==> config.mk <==
export PLATFORM = sky130hd
export DESIGN_NAME = tsf_event_scheduler
export DESIGN_NICKNAME = d
export VERILOG_FILES = /design/src/rtl/tsf_event_scheduler.sv
export SDC_FILE = /design/constraint.sdc
export NUM_CORES = 2
export LEC_CHECK = 0
export BUFFER_PORTS_ARGS = -buffer_cell sky130_fd_sc_hd__buf_2
export CAP_MARGIN = 5
export CORE_UTILIZATION = 65
export DETAILED_ROUTE_END_ITERATION = 6
export PLACE_DENSITY_LB_ADDON = 0.08
export SYNTH_ARGS = -nofsm -noshare
export SYNTH_HDL_FRONTEND = slang
export SYNTH_SLANG_ARGS = --single-unit
==> constraint.sdc <==
create_clock -name clk -period 5.7 [get_ports clk]
set_clock_uncertainty 0.15 [all_clocks]
set_input_delay 0.855 -clock clk [delete_from_list [all_inputs] [get_ports clk]]
set_output_delay 0.855 -clock clk [all_outputs]
set_load 0.01 [all_outputs]
==> src/rtl/tsf_event_scheduler.sv <==
// tsf_event_scheduler: four-slot TSF compare/alarm scheduler with a round-robin valid/ready event port.
// Defining TSF_EVENT_MISS_CNT_EN adds miss_cnt, per-slot 8-bit saturating overrun counters.
module tsf_event_scheduler #(
    parameter int TIMER_WIDTH  = 64,
    parameter int PERIOD_WIDTH = 32,
    parameter int NUM_SLOT     = 4
) (
    input  logic                    clk,
    input  logic                    rstn,
    input  logic [TIMER_WIDTH-1:0]  tsf_runtime_val,
    input  logic                    cfg_wr,
    input  logic [1:0]              cfg_slot,
    input  logic                    cfg_enable,
    input  logic [TIMER_WIDTH-1:0]  cfg_target,
    input  logic [PERIOD_WIDTH-1:0] cfg_period,
    output logic                    event_valid,
    input  logic                    event_ready,
    output logic [1:0]              event_id,
    output logic [TIMER_WIDTH-1:0]  event_target,
`ifdef TSF_EVENT_MISS_CNT_EN
    output logic [31:0]             miss_cnt,
`endif
    output logic [NUM_SLOT-1:0]     slot_enable,
    output logic [NUM_SLOT-1:0]     slot_pending
);
    typedef enum logic {IDLE, PRESENT} state_t;
    state_t state, next_state;
    logic [TIMER_WIDTH-1:0]  target   [NUM_SLOT];
    logic [TIMER_WIDTH-1:0]  fire_val [NUM_SLOT];
    logic [PERIOD_WIDTH-1:0] period   [NUM_SLOT];
    logic [NUM_SLOT-1:0]     due, wr_hit, accept_hit;
    logic [1:0]              rr, pick;
    logic                    load_evt, accept;
    // A config write to a slot overrides its due update in the same cycle
    always_comb begin
        for (int i = 0; i < NUM_SLOT; i++) begin
            wr_hit[i]     = cfg_wr && (cfg_slot == 2'(i));
            due[i]        = slot_enable[i] && (tsf_runtime_val >= target[i]) && !wr_hit[i];
            accept_hit[i] = accept && (event_id == 2'(i));
        end
    end
    // Highest k is overwritten by lower ones, so the nearest pending at/after rr wins
    always_comb begin
        pick = rr;
        for (int k = NUM_SLOT - 1; k >= 0; k--)
            if (slot_pending[rr + 2'(k)]) pick = rr + 2'(k);
    end
    always_ff @(posedge clk or negedge rstn) begin
        if (!rstn) state <= IDLE;
        else       state <= next_state;
    end
    always_comb begin
        next_state = state;
        if (state == IDLE) next_state = |slot_pending ? PRESENT : IDLE;
        else               next_state = event_ready ? IDLE : PRESENT;
    end
    always_comb begin
        load_evt = (state == IDLE) && |slot_pending;
        accept   = (state == PRESENT) && event_ready;
    end
    always_ff @(posedge clk or negedge rstn) begin
        if (!rstn) begin
            event_valid  <= 1'b0;
            event_id     <= 2'd0;
            event_target <= '0;
            rr           <= 2'd0;
        end else begin
            event_valid <= (next_state == PRESENT);
            if (load_evt) begin
                event_id     <= pick;
                event_target <= fire_val[pick];
            end
            if (accept) rr <= event_id + 2'd1;
        end
    end
    // A same-cycle due re-arms pending even while that slot's event is being accepted
    always_ff @(posedge clk or negedge rstn) begin
        if (!rstn) begin
            slot_enable  <= '0;
            slot_pending <= '0;
            for (int i = 0; i < NUM_SLOT; i++) begin
                target[i]   <= '0;
                period[i]   <= '0;
                fire_val[i] <= '0;
            end
        end else begin
            for (int i = 0; i < NUM_SLOT; i++) begin
                if (wr_hit[i]) begin
                    target[i]      <= cfg_target;
                    period[i]      <= cfg_period;
                    slot_enable[i] <= cfg_enable;
                end else if (due[i]) begin
                    fire_val[i] <= target[i];
                    if (period[i] != '0) target[i] <= target[i] + TIMER_WIDTH'(period[i]);
                    else                 slot_enable[i] <= 1'b0;
                end
                slot_pending[i] <= due[i] || (slot_pending[i] && !accept_hit[i]);
            end
        end
    end
`ifdef TSF_EVENT_MISS_CNT_EN
    // Overrun: fired again before the previous firing was consumed
    logic [NUM_SLOT-1:0] overrun;
    always_comb begin
        for (int i = 0; i < NUM_SLOT; i++)
            overrun[i] = due[i] && slot_pending[i] && !accept_hit[i];
    end
    always_ff @(posedge clk or negedge rstn) begin
        if (!rstn) miss_cnt <= '0;
        else begin
            for (int i = 0; i < NUM_SLOT; i++) begin
                if (wr_hit[i])                                        miss_cnt[8*i +: 8] <= 8'd0;
                else if (overrun[i] && miss_cnt[8*i +: 8] != 8'hff) miss_cnt[8*i +: 8] <= miss_cnt[8*i +: 8] + 8'd1;
            end
        end
    end
`endif
endmodule

==> out/results.ini <==
[global_route]
grt_max_degree=148
first_global_vias=36702
grt_overflow_total=0
grt.total_usage=0.413
antenna_found_initial=11
grt_pass1_wl_mm=220

[placed_design]
port_buffers=241
dp_cells=5632
globalplace.congestion=1.02
place_hpwl_mm=106
postPlaceCellArea_mm2=0.0469

[sta]
max_freq_mhz=207
fin_hold_ws_ns=0.0725
hold_viol_final=0
tns_ns=0
setup_violations=0
rsz0062_at_grt=no
tightestPinTransition_ns=1.26
period_minus_slack_ns=4.84
slew_headroom=0.159
slew_violations=0
timing.final.crit_share=0.849

[clocking]
cts_resized=0
cts_buffer_depth=3
clk_pin_slew_ns=0.06
cts_tree=done
clkLatencyLatePin_ns=0.64
cts-root-buf=clkbuf_16
cts_hold_buffers=0
cts_num_sinks=717
postCtsSetupBuffers=0
cts-buffers-inserted=79
cts-htree-levels=3

[detailed_routing]
drt-initial-drc-count=3594
antenna_left=0
wirelength_mm=144
firstDrtPassIters=7
drcViolationCount=2
routedWlPerCell_um=24.9
drt-vias-per-instance=6.43
vias=37193

[yosys]
syn_area_per_cell_um2=9.64
synth-edff-count=0
yosysSeqAreaShare=0.400
async_flop_share=1.00
synth-warning-count=0
synth_top_cell_by_area=dfrtp_1
syn-cell-area_mm2=0.0449
ys_ff_latch=717
syn_nets=5216
synth_top_area_frac=0.400
ys_types=94
syn_inst=4657
synth_ff_type=dfrtp_1
synth.area.top_cells=dfrtp_1 40%, ha_1 11%, mux2_2 7.2%

[pwr]
vdd.ir_drop.worst_mv=0.708
power_uw=26600
p_leak_uw=0.0231
powerDensity_mw_per_mm2=537

[worst_setup_path]
critPathArrivalTime_ns=5.17
worstSetupStartpointType=flip-flop
cp.required_ns=6.03
slowest_stage=a221o_1
cp-end-kind=flip-flop
crit_buf_inv=1
crit_type=flip-flop to flip-flop
reg2regPathDepth=12
cp_top_family=compound AO/OA/AOI/OAI gates
cp_max_fo=10
cp.depth=12
slowest_delay_ns=0.88
worstPathCellList=ha_1 > nand2_1 > nor4_1 > nor2_1 > a21oi_1 > a21oi_1 > o21ai_0 > a221o_1 > buf_4 > nand4_1 > xnor2_1 > o21ai_0

[status]
violations=DRC
status=complete, but fails checks

[floorplanning]
die_x_um=265
num_io_pins=242
fp.dieArea_mm2=0.0701
core_area_mm2=0.0678
die_h_um=265
fp-row-count=95
initial_core_util=0.663

[final_layout]
layout.nets=5399
drive_gt1_frac=0.170
final_cells=5782
syn2layout_area_growth_pct=10.4
final_cell_area_mm2=0.0496

[worst_hold_path]
hp-class=input port to async pin

[job]
drv_cap=0

## cell families (layout without fill, tap and decap cells)
logic type	count (synthesis)	after routing	synth area share
compound gates	955	955	0.129
fa+ha+maj	392	392	0.110
buf+inv	489	734	0.0456
xor+xnor	222	222	0.0433
other cells	0	7	0
flops	717	717	0.400
simple gates	1444	1444	0.148
mux	438	438	0.125
## flip-flops by register name (all words and copies together), names as in the netlist
name,cells
rr,2
period,128
target,256
event_valid,1
slot_pending,4
fire_val,256
event_target,64
event_id,2
slot_enable,4
## cell usage after synthesis (21+ instances only)
cell type	number
mux2_1	47
dfrtp_1	717
mux2i_1	41
nand2b_1	26
ha_1	388
a21oi_1	316
nand4_1	85
o21ai_0	294
a211oi_1	35
clkbuf_1	130
a31oi_1	32
o21ai_1	21
and3_1	42
mux2_2	286
a21o_1	94
nor2_1	242
inv_1	294
buf_6	21
o211ai_1	27
nor3_1	52
mux4_2	64
xor2_1	33
nand3_1	93
nor4_1	54
o21a_1	23
buf_2	28
nor2b_1	24
xnor2_1	189
nand2_1	732
## placed cells by master, fill, tap and decap left out, types with 47 or more instances in the layout
cell type and n:
ha_1 388, clkbuf_16 80, inv_1 294, buf_2 240
a21oi_1 313, nor2_1 240, nand2_1 732, mux2_2 286
nor3_1 52, dfrtp_1 717, nand4_1 85, mux4_2 64
xnor2_1 189, nor4_1 54, mux2_1 47, o21ai_0 293
nand3_1 92, a21o_1 94
## where the power goes
group | switching (uW) | total [uW] | leakage, uW | internal, uW
logic | 7040 | 12700 | 0.0132 | 5650
registers | 1700 | 8720 | 0.00867 | 7020
clock network | 2170 | 5210 | 0.00130 | 3040
## final timing paths
check	to	slack, ns	startpoint
worst max-delay path	target[59]$_DFFE_PN0P_	0.86	target[7]$_DFFE_PN0P_
worst min-delay path	event_target[40]$_DFFE_PN0P_	0.07	rstn
worst max register to register	target[59]$_DFFE_PN0P_	0.86	target[7]$_DFFE_PN0P_
worst min register to register	fire_val[158]$_DFFE_PN0P_	0.33	fire_val[158]$_DFFE_PN0P_
max in group asynchronous	period[84]$_DFFE_PN0P_	3.93	rstn
min in group clk	fire_val[158]$_DFFE_PN0P_	0.33	fire_val[158]$_DFFE_PN0P_
## area by class of cell
type	instances	area, um2
antenna	7	17.5
clock buffer	114	2310
clock inverter	29	293
fill	5064	18200
inverter	296	1110
multi-input combinational	3451	25000
sequential	717	17900
tap	873	1090
timing repair buffer	295	1760
## stage by stage
step,worst slack (ns),utilization
2_1_floorplan,2.11,-
3_3_place_gp,0.677,0.693
3_5_place_dp,0.643,0.693
4_1_cts,1.05,0.731
5_1_grt,0.869,0.731
6_report,0.861,0.731
## layer usage
metal,vias to the layer above,global-route usage,share of wire
li1,16862,-,-
met1,18161,0.519,0.39
met2,1685,0.667,0.47
met3,473,0.0931,0.087
met4,12,0.218,0.060
met5,-,0,0.00059
No activity file was read; power rests on OpenSTA's default activity.
